--- config.mk ---
export PLATFORM = sky130hd
export DESIGN_NAME = program_sequencer
export DESIGN_NICKNAME = d
export VERILOG_FILES = /design/src/rtl/cpu_seq_pkg.sv /design/src/rtl/return_stack.sv /design/src/rtl/program_sequencer.sv
export SDC_FILE = /design/constraint.sdc
export NUM_CORES = 1
export LEC_CHECK = 0
export BUFFER_PORTS_ARGS = -buffer_cell sky130_fd_sc_hd__buf_4
export CORE_MARGIN = 2
export CORE_UTILIZATION = 51
export DETAILED_ROUTE_END_ITERATION = 6
export PLACE_DENSITY = 0.74
export SLEW_MARGIN = 0
export SYNTH_ARGS = -nofsm -noshare
export SYNTH_HDL_FRONTEND = slang
export SYNTH_SLANG_ARGS = --single-unit
--- constraint.sdc ---
create_clock -name CLK -period 1.96 [get_ports CLK]
set_input_delay 0.49 -clock CLK [delete_from_list [all_inputs] [get_ports CLK]]
set_output_delay 0.49 -clock CLK [all_outputs]
set_load 0.01 [all_outputs]
--- src/rtl/cpu_seq_pkg.sv ---
// rtl/cpu_seq_pkg.sv - shared op/state encodings and stack-pointer sizing for the program sequencer
package cpu_seq_pkg;

    localparam logic [2:0] OP_INC  = 3'd0;
    localparam logic [2:0] OP_JMP  = 3'd1;
    localparam logic [2:0] OP_JZ   = 3'd2;
    localparam logic [2:0] OP_JC   = 3'd3;
    localparam logic [2:0] OP_CALL = 3'd4;
    localparam logic [2:0] OP_RET  = 3'd5;
    localparam logic [2:0] OP_HALT = 3'd6;

    localparam logic [1:0] ST_RUN   = 2'd0;
    localparam logic [1:0] ST_HALT  = 2'd1;
    localparam logic [1:0] ST_FAULT = 2'd2;

    // Occupancy must represent 0..DEPTH inclusive.
    function automatic int sp_width(input int depth);
        return $clog2(depth + 1);
    endfunction

endpackage

--- src/rtl/return_stack.sv ---
// rtl/return_stack.sv - synchronous LIFO of return addresses with combinational top-of-stack
module return_stack
    import cpu_seq_pkg::*;
#(
    parameter int AW    = 4,
    parameter int DEPTH = 4,
    localparam int SPW  = sp_width(DEPTH)
) (
    input  logic           CLK,
    input  logic           RESET,
    input  logic           push,
    input  logic           pop,
    input  logic [AW-1:0]  din,
    output logic [AW-1:0]  dout,
    output logic [SPW-1:0] sp,
    output logic           full,
    output logic           empty
);

    // Sized to the full pointer range so every sp value is a legal index.
    logic [AW-1:0] mem [2**SPW];

    assign full  = (sp == SPW'(DEPTH));
    assign empty = (sp == '0);
    assign dout  = mem[sp - SPW'(1)];

    always_ff @(posedge CLK) begin
        if (RESET) begin
            sp <= '0;
        end else if (push && !full) begin
            mem[sp] <= din;
            sp      <= sp + SPW'(1);
        end else if (pop && !empty) begin
            sp <= sp - SPW'(1);
        end
    end

endmodule

--- src/rtl/program_sequencer.sv ---
// rtl/program_sequencer.sv - program counter with jumps, CALL/RET stack, HALT/FAULT states and bus register
module program_sequencer
    import cpu_seq_pkg::*;
#(
    parameter int AW    = 4,
    parameter int DEPTH = 4,
    localparam int SPW  = sp_width(DEPTH)
) (
    input  logic           CLK,
    input  logic           RESET,
    input  logic           en,
    input  logic [2:0]     op,
    input  logic [AW-1:0]  pc_in,
    input  logic           flag_z,
    input  logic           flag_c,
    input  logic           oe,
    input  logic           resume,
    output logic [AW-1:0]  counter,
    output logic [AW-1:0]  pc_out,
    output logic           pc_out_vld,
    output logic [SPW-1:0] sp,
    output logic           halted,
    output logic           fault
);

    logic [1:0]    state, state_nxt;
    logic [AW-1:0] counter_nxt, pc_inc, top;
    logic          push, pop, full, empty;

    assign pc_inc = counter + AW'(1);
    assign halted = (state == ST_HALT);
    assign fault  = (state == ST_FAULT);

    return_stack #(.AW(AW), .DEPTH(DEPTH)) u_stack (
        .CLK   (CLK),
        .RESET (RESET),
        .push  (push),
        .pop   (pop),
        .din   (pc_inc),
        .dout  (top),
        .sp    (sp),
        .full  (full),
        .empty (empty)
    );

    always_comb begin
        counter_nxt = counter;
        state_nxt   = state;
        push        = 1'b0;
        pop         = 1'b0;
        case (state)
            ST_RUN: begin
                if (en) begin
                    case (op)
                        OP_JMP:  counter_nxt = pc_in;
                        OP_JZ:   counter_nxt = flag_z ? pc_in : pc_inc;
                        OP_JC:   counter_nxt = flag_c ? pc_in : pc_inc;
                        OP_CALL: begin
                            if (full) begin
                                state_nxt = ST_FAULT;
                            end else begin
                                push        = 1'b1;
                                counter_nxt = pc_in;
                            end
                        end
                        OP_RET: begin
                            if (empty) begin
                                state_nxt = ST_FAULT;
                            end else begin
                                pop         = 1'b1;
                                counter_nxt = top;
                            end
                        end
                        OP_HALT: state_nxt = ST_HALT;
                        default: counter_nxt = pc_inc;
                    endcase
                end
            end
            ST_HALT: begin
                if (resume) state_nxt = ST_RUN;
            end
            default: ;
        endcase
    end

    // The bus copy always takes the pre-update PC, whatever the op does this cycle.
    always_ff @(posedge CLK) begin
        if (RESET) begin
            state      <= ST_RUN;
            counter    <= '0;
            pc_out     <= '0;
            pc_out_vld <= 1'b0;
        end else begin
            state      <= state_nxt;
            counter    <= counter_nxt;
            pc_out_vld <= oe;
            if (oe) pc_out <= counter;
        end
    end

endmodule

After elaboration in Yosys (flattened, before gate mapping)
Memories as Yosys holds them, arrays and structs flattened.
Cells that the tools add are included.

operators by class
  bitwise gates (word level) = 1
  equal/unequal tests = 16
  $add $sub $neg = 3
  multiplexer cells = 24
  reduce and logical (&&, ||, !) cells = 10

operators by type and width
  operator                                                               number
  4-bit case mux with 6 select lines                                     1
  4-bit two-way mux                                                      4
  3-bit equality test, second input constant                             4
  1-bit two-way mux                                                      11
  2-bit two-way mux                                                      4
  2-bit != test, second input constant                                   4
  3-bit by 2-bit equality test with 1-bit output, second input constant  2
  3-bit two-way mux                                                      2
  3-bit by 2-bit != test with 1-bit output, second input constant        2
  2-bit case mux with 3 select lines                                     1
  6-bit AND reduction                                                    1
  5-bit AND reduction                                                    1
  4-bit by 1-bit adder with 4-bit output, second input constant          1
  4-bit by 2-bit != test with 1-bit output, second input constant        1
  2-bit case mux with 2 select lines                                     1
  2-bit nonzero test                                                     2
  3-bit by 1-bit adder with 3-bit output, second input constant          1
  3-bit by 1-bit equality test with 1-bit output, second input constant  1
  3-bit logical NOT                                                      1
  3-bit by 1-bit subtractor with 3-bit output, second input constant     1
  2-bit by 1-bit equality test with 1-bit output, second input constant  1
  2-bit equality test, second input constant                             1
  1-bit logical AND                                                      2
  1-bit logical NOT                                                      2
  2 further kinds                                                        2

storage, ports and cells
  output and inout port bits = 14
  memories kept = 1
  memory bits (writable) = 32
  register bits after elaboration = 14
  input bits = 14

memories
  memory       depth  width  rd ports  clocked after Yosys merged registers in  write ports  line                source
  u_stack.mem  8      4      1         0                                        1            return_stack.sv:21  logic [AW-1:0] mem [2**SPW];

Depth between registers and ports, before layout
Gate-level depths: netlist of the first run.

  word-level depth = 9
  gate-level depth with buffers = 8
  mapped depth without buffers = 7

Cells and area by module
From an unflattened synthesis of the first run, not the netlist that was laid out.

unflattened totals
  cell total of the unflattened synthesis = 193
  area, all modules = 2387.3 µm²

by module, submodules not included
  module             area an instance (µm²)  cells each  sequential area each (µm²)  instances
  return_stack       1581.5                  98          1021.0                      1
  program_sequencer  805.8                   95          220.2                       1

Least setup slack after synthesis of the first run
No wires, ideal clock.

  path kind = flip-flop to flip-flop
  start = register u_stack.sp[0]
  end = memory u_stack.mem[2][0] (enable)
  arrival time = 1.862 ns
  stages on the path, launching flop included = 8
  data required time = 1.631 ns
  slack = -0.232 ns
  period minus slack after synthesis = 2.192 ns
  path buffers = 1
  setup time = 0.329 ns
  cell sequence = dfxtp_1 > buf_4 > inv_1 > ha_1 > nand2_1 > nand2_2 > or4_4 > nor2_1

between the ends
  longest elaborated chain between the ends = 9
  elaborated cells on any way between the ends = 10

ends and longest elaborated chain
  element                                  line                     source
  start, declared                          return_stack.sv:15       output logic [SPW-1:0] sp,
  start signal, assigned                   return_stack.sv:32       sp <= sp + SPW'(1);
  start signal, assigned                   return_stack.sv:34       sp <= sp - SPW'(1);
  3-bit equality test                      return_stack.sv:23       assign full = (sp == SPW'(DEPTH));
  1-bit two-way mux                        program_sequencer.sv:59  if (full) begin
  1-bit two-way mux                        program_sequencer.sv:54  case (op)
  1-bit two-way mux                        program_sequencer.sv:53  if (en) begin
  1-bit two-way mux                        program_sequencer.sv:51  case (state)
  1-bit logical AND                        return_stack.sv:30       end else if (push && !full) begin
  1-bit two-way mux                        return_stack.sv:30
  1-bit two-way mux                        return_stack.sv:28       if (RESET) begin
  1-bit two-way mux (implied by the code)  return_stack.sv:31       mem[sp] <= din;
  end, declared                            return_stack.sv:21

Several ways; a longest one is shown, not always the timed one.

Final worst setup path of the first run
  start = register u_stack.sp[1]
  end = memory u_stack.mem[6][1] (enable)

Same word-level chain as after synthesis.

==> impl_metrics.ini, run 1 <==
[run_status]
outcome = finished, final reports clean

[timing]
worst_pin_slew_ps = 362.6
rsz0062_at_grt = no
final.min_clock_period_ps = 1878
max_freq_mhz = 532.5
tns_ps = 0
finalWorstSetupSlack_ps = 82.19
whs_ps = 493.7
finalSetupViolCount = 0
finalHoldViolCount = 0
finClkSkew_ps = 10.32
post-route-period-util_pct = 95.81
slew_viol_final = 0
slew-limit-headroom_pct = 75.83

[grt]
grt_first_pass_wirelength_um = 6810
grt_pass1_vias = 1391
grt.overflow.total = 0
grt_max_degree = 15
grt_use_total_pct = 21.07
grt_antenna_before_repair = 0

[floorplanning]
start_util_pct = 52.67
rows = 23
ioPinCount = 28
core_um2 = 4000
die_area_um2 = 4661
fp.dieH_um = 68.28
die_w_um = 68.28

[hold_path]
hold_class = input port to flop

[cells_and_area]
antenna_cells = 0
areaGrowthSynthToFinish_pct = 22.86
drive_above_1_share_pct = 38.86
layout.nets = 210

[power]
vdd_drop_max_mv = 0.4575
p_total_mw = 1.946
leakage_nw = 0.9344
power_density_nw_per_um2 = 751.9

[clocking]
h-tree-depth = 2
cts_buffers = 5
cts_tree = yes
post_cts_buffers = 0
cts_root_buf = clkbuf_8
cts.sinks = 46
clk_pin_slew_ps = 80
clock_path_buffers = 2
insertion_delay_ps = 290

[synthesis]
synth_area_um2 = 2107
async_reset_ff_share_pct = 0
synth_edf_count = 32
ys.warnings.count = 0
avgSynthCellArea_um2 = 13.77
synth-seq-area-share_pct = 58.91
synth_top_flop_cell = edfxtp_1
synth-seq-cells = 46
yosysUniqueCellTypes = 41
synthCells = 153
syn_nets = 171

[placement]
numPortBuffers = 27
dpl_worst_slack_ps = -129.7
gp_congestion = 0.8450
place_hpwl_um = 3296

[critical_path]
cp_data_required_time_ps = 1960
cp-end-kind = flop
path_max_fanout = 4
start_kind = flop
crit_type = flop to flop
worst_ep_arrival_time_ps = 1870

[routing]
wl_um = 4401
avgViaCountPerCell = 5.757
route.detailed.drc = 0
wl_per_cell_um = 18.11
vias = 1399
drt_first_pass_iters = 4
drt_iter0_drc = 122
postRouteAntennaNets = 0

[job]
timing.max_cap.violations = 0
-- final cells by class --
type | instances | area (µm²)
clock inverter | 1 | 5.005
inverter | 5 | 18.77
multi-input combinational | 94 | 865.8
timing repair buffer | 40 | 304.0
clock buffer | 7 | 86.33
sequential | 46 | 1246
fill | 300 | 1411
tap | 50 | 62.56
-- critical path: stages (launching register included) --
cell	delay [ps]
dfxtp_2	330
inv_1	80
ha_4	190
nand2_2	90
nand2_2	70
or4_4	520
buf_6	160
nor2_4	150
-- layout by cell type (no fill, tap or decap), drive strengths merged, types with 5 or more instances in the layout --
cell type  netlist  layout
clkbuf           2       7
nor2            20      20
inv              5       5
edfxtp          32      32
nor2b            5       5
buf              6      40
mux2i            5       5
a22oi            8       8
dfxtp           14      14
mux4             8       8
-- registers in the layout (all words and copies together) (netlist names) --
name	cells
pc_out	4
u_stack.mem	32
u_stack.sp	3
pc_out_vld	1
counter	4
state	2
-- path summary, 6_finish.rpt --
check | start | endpoint | slack [ps] | cells after the start
setup / recovery | u_stack.sp[1]$_SDFFE_PP0P_ | u_stack.mem[6][1]$_DFFE_PP_ | 80 | 7
hold / removal | oe | pc_out_vld$_SDFF_PP0_ | 490 | 2
setup reg to reg | u_stack.sp[1]$_SDFFE_PP0P_ | u_stack.mem[6][1]$_DFFE_PP_ | 80 | 7
hold reg to reg | pc_out[3]$_SDFFE_PP0P_ | pc_out[3]$_SDFFE_PP0P_ | 510 | 2
-- power breakdown --
group          switching, mW  internal, mW
clock                  0.298         0.285
combinational          0.143         0.128
sequential            0.0192          1.07
-- cell usage after synthesis (all sizes together) (2+ instances only) --
| cell type | n | share of area (%) |
|---|---|---|
| buf | 6 | 2.2 |
| inv | 5 | 0.89 |
| nand3b | 2 | 0.71 |
| nand2b | 2 | 0.59 |
| nor2b | 5 | 1.5 |
| xor2 | 3 | 1.2 |
| or4 | 2 | 1.1 |
| nand3 | 2 | 0.48 |
| dfxtp | 14 | 13 |
| xnor2 | 3 | 1.2 |
| o21ai | 3 | 0.71 |
| nor3 | 2 | 0.95 |
| ha | 4 | 2.4 |
| edfxtp | 32 | 46 |
| mux2i | 5 | 2.4 |
| a311oi | 4 | 1.7 |
| nor2 | 20 | 3.6 |
| nor3b | 2 | 1.2 |
| mux4 | 8 | 8.6 |
| a22oi | 8 | 2.9 |
| nand2 | 4 | 0.83 |
| a21oi | 4 | 1.1 |
| clkbuf | 2 | 0.36 |
-- logic make-up after synthesis --
family / share of synthesized area (%)
buf+inv: 3.444
mux: 10.93
compound gates: 7.839
simple gates: 14.02
xor+xnor: 2.495
flops: 58.91
fa+ha+maj: 2.375
-- repair_timing --
item / 4_1_cts / 5_1_grt
setup endpoints to repair: 0 / 12
hold buffers: 0 / 0
resized for setup: 0 / 2
-- stage by stage --
step / instances / instance area, µm² / util [%]
after global routing: 243 / 2589 / 64.72
after detailed placement: 235 / 2484 / 62.09
after global placement: 235 / 2484 / 62.09
after CTS: 243 / 2575 / 64.37
after floorplan: 153 / 2190 / -
final: 243 / 2589 / 64.72
-- routing by layer --
layer	up-vias	GRT usage (%)	part of all wire, %
met5	-	0	0
li1	657	-	-
met2	40	33.50	51
met3	7	4.934	3.8
met1	695	28.31	44
met4	0	7.500	1.4
(Power assumes the default switching activity.)
==> run 2: changes to the inputs <==
--- a/config.mk
+++ b/config.mk
@@ -10,6 +10,7 @@
 export CORE_UTILIZATION = 51
 export DETAILED_ROUTE_END_ITERATION = 6
 export PLACE_DENSITY = 0.74
+export REMOVE_ABC_BUFFERS = 1
 export SLEW_MARGIN = 0
 export SYNTH_ARGS = -nofsm -noshare
 export SYNTH_HDL_FRONTEND = slang
==> impl_metrics.ini, run 2 (synthesized netlist as in run 1, its figures left out) <==
[run_status]
outcome = finished, final reports clean

[critical_path]
path_max_fanout = 5
rr_worst_depth = 3
cp_data_required_time_ps = 1940
cp-end-kind = flop
start_kind = flop
worst_ep_arrival_time_ps = 1840
reg2reg_from = state[1]$_SDFFE_PP0P_
crit_type = flop to flop
critPathMaxStageDelay_ps = 500
cpMaxStageDelayCell = or4_4
rrSetupSlack_ps = 100
path_cells = or3b_1 -> or4_4 -> nor3_4
reg2reg_to = u_stack.mem[0][2]$_DFFE_PP_

[routing]
wl_per_cell_um = 17.20
drt_first_pass_iters = 4
avgViaCountPerCell = 5.589
wl_um = 4266
route.detailed.drc = 0
vias = 1386
postRouteAntennaNets = 0
drt_iter0_drc = 97

[power]
power_frac_comb_pct = 14.2
switching_power_uw = 445.1
p_clk_share_pct = 28.2
internal_power_mw = 1.449
p_sw_share_pct = 23.50
vdd_drop_max_mv = 0.5247
power_density_nw_per_um2 = 736.8
pwr-share-seq_pct = 57.6
leakage_nw = 0.9509

[timing]
rsz0062_at_grt = no
finClkSkew_ps = 5.312
finalWorstSetupSlack_ps = 95.23
slew_viol_final = 0
slew-limit-headroom_pct = 75.62
post-route-period-util_pct = 95.14
max_freq_mhz = 536.3
finalSetupViolCount = 0
final.min_clock_period_ps = 1865
worst_pin_slew_ps = 365.6
tns_ps = 0
finalHoldViolCount = 0

[cells_and_area]
areaGrowthSynthToFinish_pct = 22.03
drive_above_1_share_pct = 38.89
reg.largest.list = u_stack.mem x32, counter x4, pc_out x4
top_register = u_stack.mem
finish.utilization_pct = 64.28
layout_commonest_cell = buf_4
stdcell_count = 248
largest_reg_flops = 32
fillCellCount = 286
final_cell_mix = buf_4 (45), edfxtp_1 (32), nor2_1 (16), dfxtp_1 (12)
antenna_cells = 0
layout.nets = 215

[placement]
numPortBuffers = 27
gp_congestion = 0.8281
dpl_worst_slack_ps = -165.9
place_hpwl_um = 3102
post-place-cells = 240

[grt]
grt_antenna_before_repair = 0
grt_pass1_vias = 1372
grt.overflow.total = 0
grt_use_total_pct = 20.69
grt_max_degree = 15
grt_first_pass_wirelength_um = 6782

[floorplanning]
fp.dieH_um = 68.28
die_area_um2 = 4661
rows = 23
die_w_um = 68.28
start_util_pct = 52.67
ioPinCount = 28
core_um2 = 4000

[clocking]
clk_pin_slew_ps = 80
h-tree-depth = 2
cts_tree = yes
cts_buffers = 5
cts_root_buf = clkbuf_8
clock_path_buffers = 2
insertion_delay_ps = 290
cts_hold_buf = 0
cts.sinks = 46

[hold_path]
hold_path_depth = 2
min_from = oe
hold_class = input port to flop
hold-path-endpoint = pc_out_vld$_SDFF_PP0_

[job]
timing.max_cap.violations = 0
run 2: cell type report:
class | count | area, µm² | area share, %
well taps | 50 | 62.56 | 2.433
multi-input cells | 94 | 825.8 | 32.12
clock buffers | 6 | 72.57 | 2.822
repair buffers | 45 | 337.8 | 13.14
clock inverters | 2 | 10.01 | 0.3893
flip-flops and latches | 46 | 1244 | 48.37
inverters | 5 | 18.77 | 0.7299
run 2: per-stage QoR:
step	instance area (µm²)	total power, mW	hold slack (ps)
2_1_floorplan	2053	1.246	478.8
3_3_place_gp	2454	1.371	474.8
3_5_place_dp	2454	1.377	483.9
4_1_cts	2541	1.912	483.8
5_1_grt	2571	1.977	506.2
6_report	2571	1.895	484.7
run 2: repair_timing:
item / CTS / global route
setup endpoints to repair: 8 / 32
setup buffers: 0 / 0
resized for setup: 2 / 9
pin swaps: 0 / 3
run 2: power by group through the flow:
stage | clock network, mW | logic [mW] | registers, mW
6_report | 0.534 | 0.269 | 1.09
5_1_grt | 0.589 | 0.294 | 1.09
4_1_cts | 0.556 | 0.266 | 1.09
3_5_place_dp | 0 | 0.265 | 1.11
3_3_place_gp | 0 | 0.259 | 1.11
2_1_floorplan | 0 | 0.123 | 1.12
run 2: worst max-delay path by stage:
stage                          startpoint                          end  slack, ps  cells after the start
2_1_floorplan  u_stack.sp[0]$_SDFFE_PP0P_  u_stack.mem[4][0]$_DFFE_PP_       -440                      6
3_3_place_gp                        op[1]  u_stack.mem[5][2]$_DFFE_PP_        -80                      6
3_5_place_dp                           en  u_stack.mem[4][2]$_DFFE_PP_       -170                      4
4_1_cts        u_stack.sp[0]$_SDFFE_PP0P_  u_stack.mem[0][2]$_DFFE_PP_          5                      6
5_1_grt        u_stack.sp[0]$_SDFFE_PP0P_  u_stack.mem[0][2]$_DFFE_PP_          5                      6
6_report            state[1]$_SDFFE_PP0P_  u_stack.mem[0][2]$_DFFE_PP_        100                      3
run 2: metal layers:
metal  routed length [µm]  vias up  track usage [%]
met4                   64        0            8.000
met5                    0        -                0
met1                 1847      668            27.91
met3                  255        8            4.276
met2                 2098       46            33.01
li1                     -      664                -
run 2: worst max-delay path, delay by kind of cell, from the launching register on:
family	cells	cell delay (ps)
simple gates	3	1220
flops	1	340
==> run 3: changes to the inputs <==
--- a/config.mk
+++ b/config.mk
@@ -7,11 +7,13 @@
 export LEC_CHECK = 0
 export BUFFER_PORTS_ARGS = -buffer_cell sky130_fd_sc_hd__buf_4
 export CORE_MARGIN = 2
-export CORE_UTILIZATION = 51
+export CORE_UTILIZATION = 52
+export CTS_CLUSTER_DIAMETER = 60
 export DETAILED_ROUTE_END_ITERATION = 6
-export PLACE_DENSITY = 0.74
+export PLACE_DENSITY_LB_ADDON = 0.12
 export REMOVE_ABC_BUFFERS = 1
 export SLEW_MARGIN = 0
 export SYNTH_ARGS = -nofsm -noshare
 export SYNTH_HDL_FRONTEND = slang
+export SYNTH_HIERARCHICAL = 1
 export SYNTH_SLANG_ARGS = --single-unit
==> impl_metrics.ini, run 3 <==
[placement]
gp_congestion = 0.9368
numPortBuffers = 27
dpl_worst_slack_ps = -276.1
place_hpwl_um = 4064

[synthesis]
synth_top_flop_cell = edfxtp_1
synth_top_cell_by_area = edfxtp_1
yosys.area.top_type_share_pct = 40.25
yosys-top-cells-count = edfxtp_1 (32), nor2_1 (20), dfxtp_1 (14)
async_reset_ff_share_pct = 0
synth-seq-cells = 46
synth-seq-area-share_pct = 51.99
yosysUniqueCellTypes = 54
synthCells = 193
synth_area_um2 = 2387
synth_edf_count = 32
ys.warnings.count = 6
yosysMostFrequentCell = edfxtp_1
avgSynthCellArea_um2 = 12.37
netlist_top_cells_area = edfxtp_1 (40%), dfxtp_1 (12%), mux4_1 (8.8%)

[timing]
slew_viol_final = 0
finClkSkew_ps = 8.449
slew-limit-headroom_pct = 51.35
finalHoldViolCount = 0
rsz0062_at_grt = yes
final.min_clock_period_ps = 2041
finalSetupViolCount = 3
max_freq_mhz = 489.9
tns_ps = -196.6
finalWorstSetupSlack_ps = -81.15
worst_pin_slew_ps = 724.6
post-route-period-util_pct = 104.1

[floorplanning]
fp.dieH_um = 71.76
die_w_um = 71.76
die_area_um2 = 5149
ioPinCount = 28
start_util_pct = 54.45
core_um2 = 4384
rows = 24

[run_status]
violations = negative setup slack
outcome = finished with violations

[cells_and_area]
largest_reg_flops = 32
layout.nets = 265
antenna_cells = 0
fillCellCount = 334
layout_commonest_cell = buf_4
reg.largest.list = u_stack/mem x32, counter x4, pc_out x4
areaGrowthSynthToFinish_pct = 25.68
top_register = u_stack/mem
final_cell_mix = buf_4 (56), edfxtp_1 (32), nor2_1 (18), dfxtp_1 (12), inv_1 (8)
drive_above_1_share_pct = 41.13

[hold_path]
hold_class = input port to flop

[routing]
wl_um = 5773
wl_per_cell_um = 19.24
postRouteAntennaNets = 0
vias = 1781
route.detailed.drc = 0
drt_iter0_drc = 195
drt_first_pass_iters = 4
avgViaCountPerCell = 5.937

[clocking]
h-tree-depth = 2
cts_root_buf = clkbuf_8
clock_path_buffers = 2
cts.sinks = 46
clk_pin_slew_ps = 90
cts_tree = yes
cts_buffers = 5
insertion_delay_ps = 290

[power]
vdd_drop_max_mv = 0.5430
power_frac_comb_pct = 13.6
switching_power_uw = 461.0
pwr-share-seq_pct = 56.9
internal_power_mw = 1.435
leakage_nw = 1.144
p_sw_share_pct = 24.32
power_density_nw_per_um2 = 631.9
p_clk_share_pct = 29.5

[job]
timing.max_cap.violations = 0

[grt]
grt_antenna_before_repair = 0
grt.overflow.total = 0
grt_max_degree = 18
grt_pass1_vias = 1782
grt_first_pass_wirelength_um = 8914
grt_use_total_pct = 23.24

[critical_path]
cp-end-kind = flop
cp_data_required_time_ps = 2150
start_kind = flop
path_max_fanout = 9
worst_ep_arrival_time_ps = 2230
crit_type = flop to flop
rrSetupSlack_ps = -80
-- run 3: cell count changes in the layout (fill, tap and decap cells not counted), sizes merged, moves of 3 or more --
cell | previous run | this run
buf | 45 | 59
a22oi | 8 | 0
mux2 | 0 | 7
a211oi | 0 | 5
inv | 5 | 10
a21oi | 4 | 8
nand3 | 2 | 6
nor3 | 2 | 6
nand2 | 4 | 7
or3 | 1 | 4
-- run 3: power by group through the flow --
stage	Clock [mW]	Combinational [mW]	Sequential, mW
after floorplan	0	0.106	1.11
after global placement	0	0.240	1.10
after detailed placement	0	0.248	1.10
after CTS	0.578	0.253	1.08
after global routing	0.616	0.281	1.08
final	0.559	0.258	1.08
-- run 3: worst paths after layout --
kind | start | end | cells after the start
max reg2reg | u_stack/sp[0]$_SDFFE_PP0P_ | counter[1]$_SDFFE_PP0P_ | 6
min reg2reg | pc_out[3]$_SDFFE_PP0P_ | pc_out[3]$_SDFFE_PP0P_ | 2
max | u_stack/sp[0]$_SDFFE_PP0P_ | counter[1]$_SDFFE_PP0P_ | 6
min | resume | state[0]$_SDFFE_PP0P_ | 2
-- run 3: area by class of cell --
type | instances | area, µm² | share of cell area (%)
flip-flops and latches | 46 | 1244 | 41.45
multi-input cells | 125 | 1110 | 36.99
repair buffers | 59 | 457.9 | 15.26
clock buffers | 6 | 72.57 | 2.419
well taps | 52 | 65.06 | 2.168
inverters | 10 | 37.54 | 1.251
clock inverters | 2 | 13.76 | 0.4587
-- run 3: critical path: stages (launching register included) --
cell      delay (ps)
dfxtp_2          360
buf_8            150
mux4_1           560
mux2_4           290
a221oi_2         230
o22ai_1          110
a32o_2           240
-- run 3: cells by family (layout without fill, tap and decap cells) --
logic type	Yosys count	after routing	synth area share [%]
XOR/XNOR	4	4	1.468
adder cells (fa/ha/maj)	4	4	2.097
flip-flops	46	46	51.99
AO/OA/AOI/OAI	36	36	11.43
multiplexers	20	20	14.20
AND/OR/NAND/NOR	61	61	13.73
buffers and inverters	22	77	5.084
-- run 3: per-stage QoR --
| stage | hold WS [ps] | util, % | power (mW) | instances | instance area [µm²] |
|---|---|---|---|---|---|
| 2_1_floorplan | 469.0 | - | 1.215 | 181 | 2303 |
| 3_3_place_gp | 476.9 | 63.61 | 1.340 | 289 | 2789 |
| 3_5_place_dp | 496.2 | 63.61 | 1.348 | 289 | 2789 |
| 4_1_cts | 374.2 | 67.47 | 1.910 | 300 | 2958 |
| 5_1_grt | 368.7 | 68.44 | 1.977 | 300 | 3000 |
| 6_report | 382.7 | 68.44 | 1.896 | 300 | 3000 |
-- run 3: per-layer routing --
metal  up-vias  track usage [%]  share of wire (%)
met3         6            4.641                5.3
met4         0            7.338               0.97
met2        52            38.89                 51
met5         -                0                  0
met1       888            30.63                 43
li1        835                -                  -
-- run 3: what timing repair did --
action | in CTS | in global routing
setup buffers | 3 | 0
gates resized for setup | 20 | 15
setup endpoints to repair | 22 | 39
pin swaps | 6 | 7
hold buffers | 0 | 0
gates cloned | 0 | 0
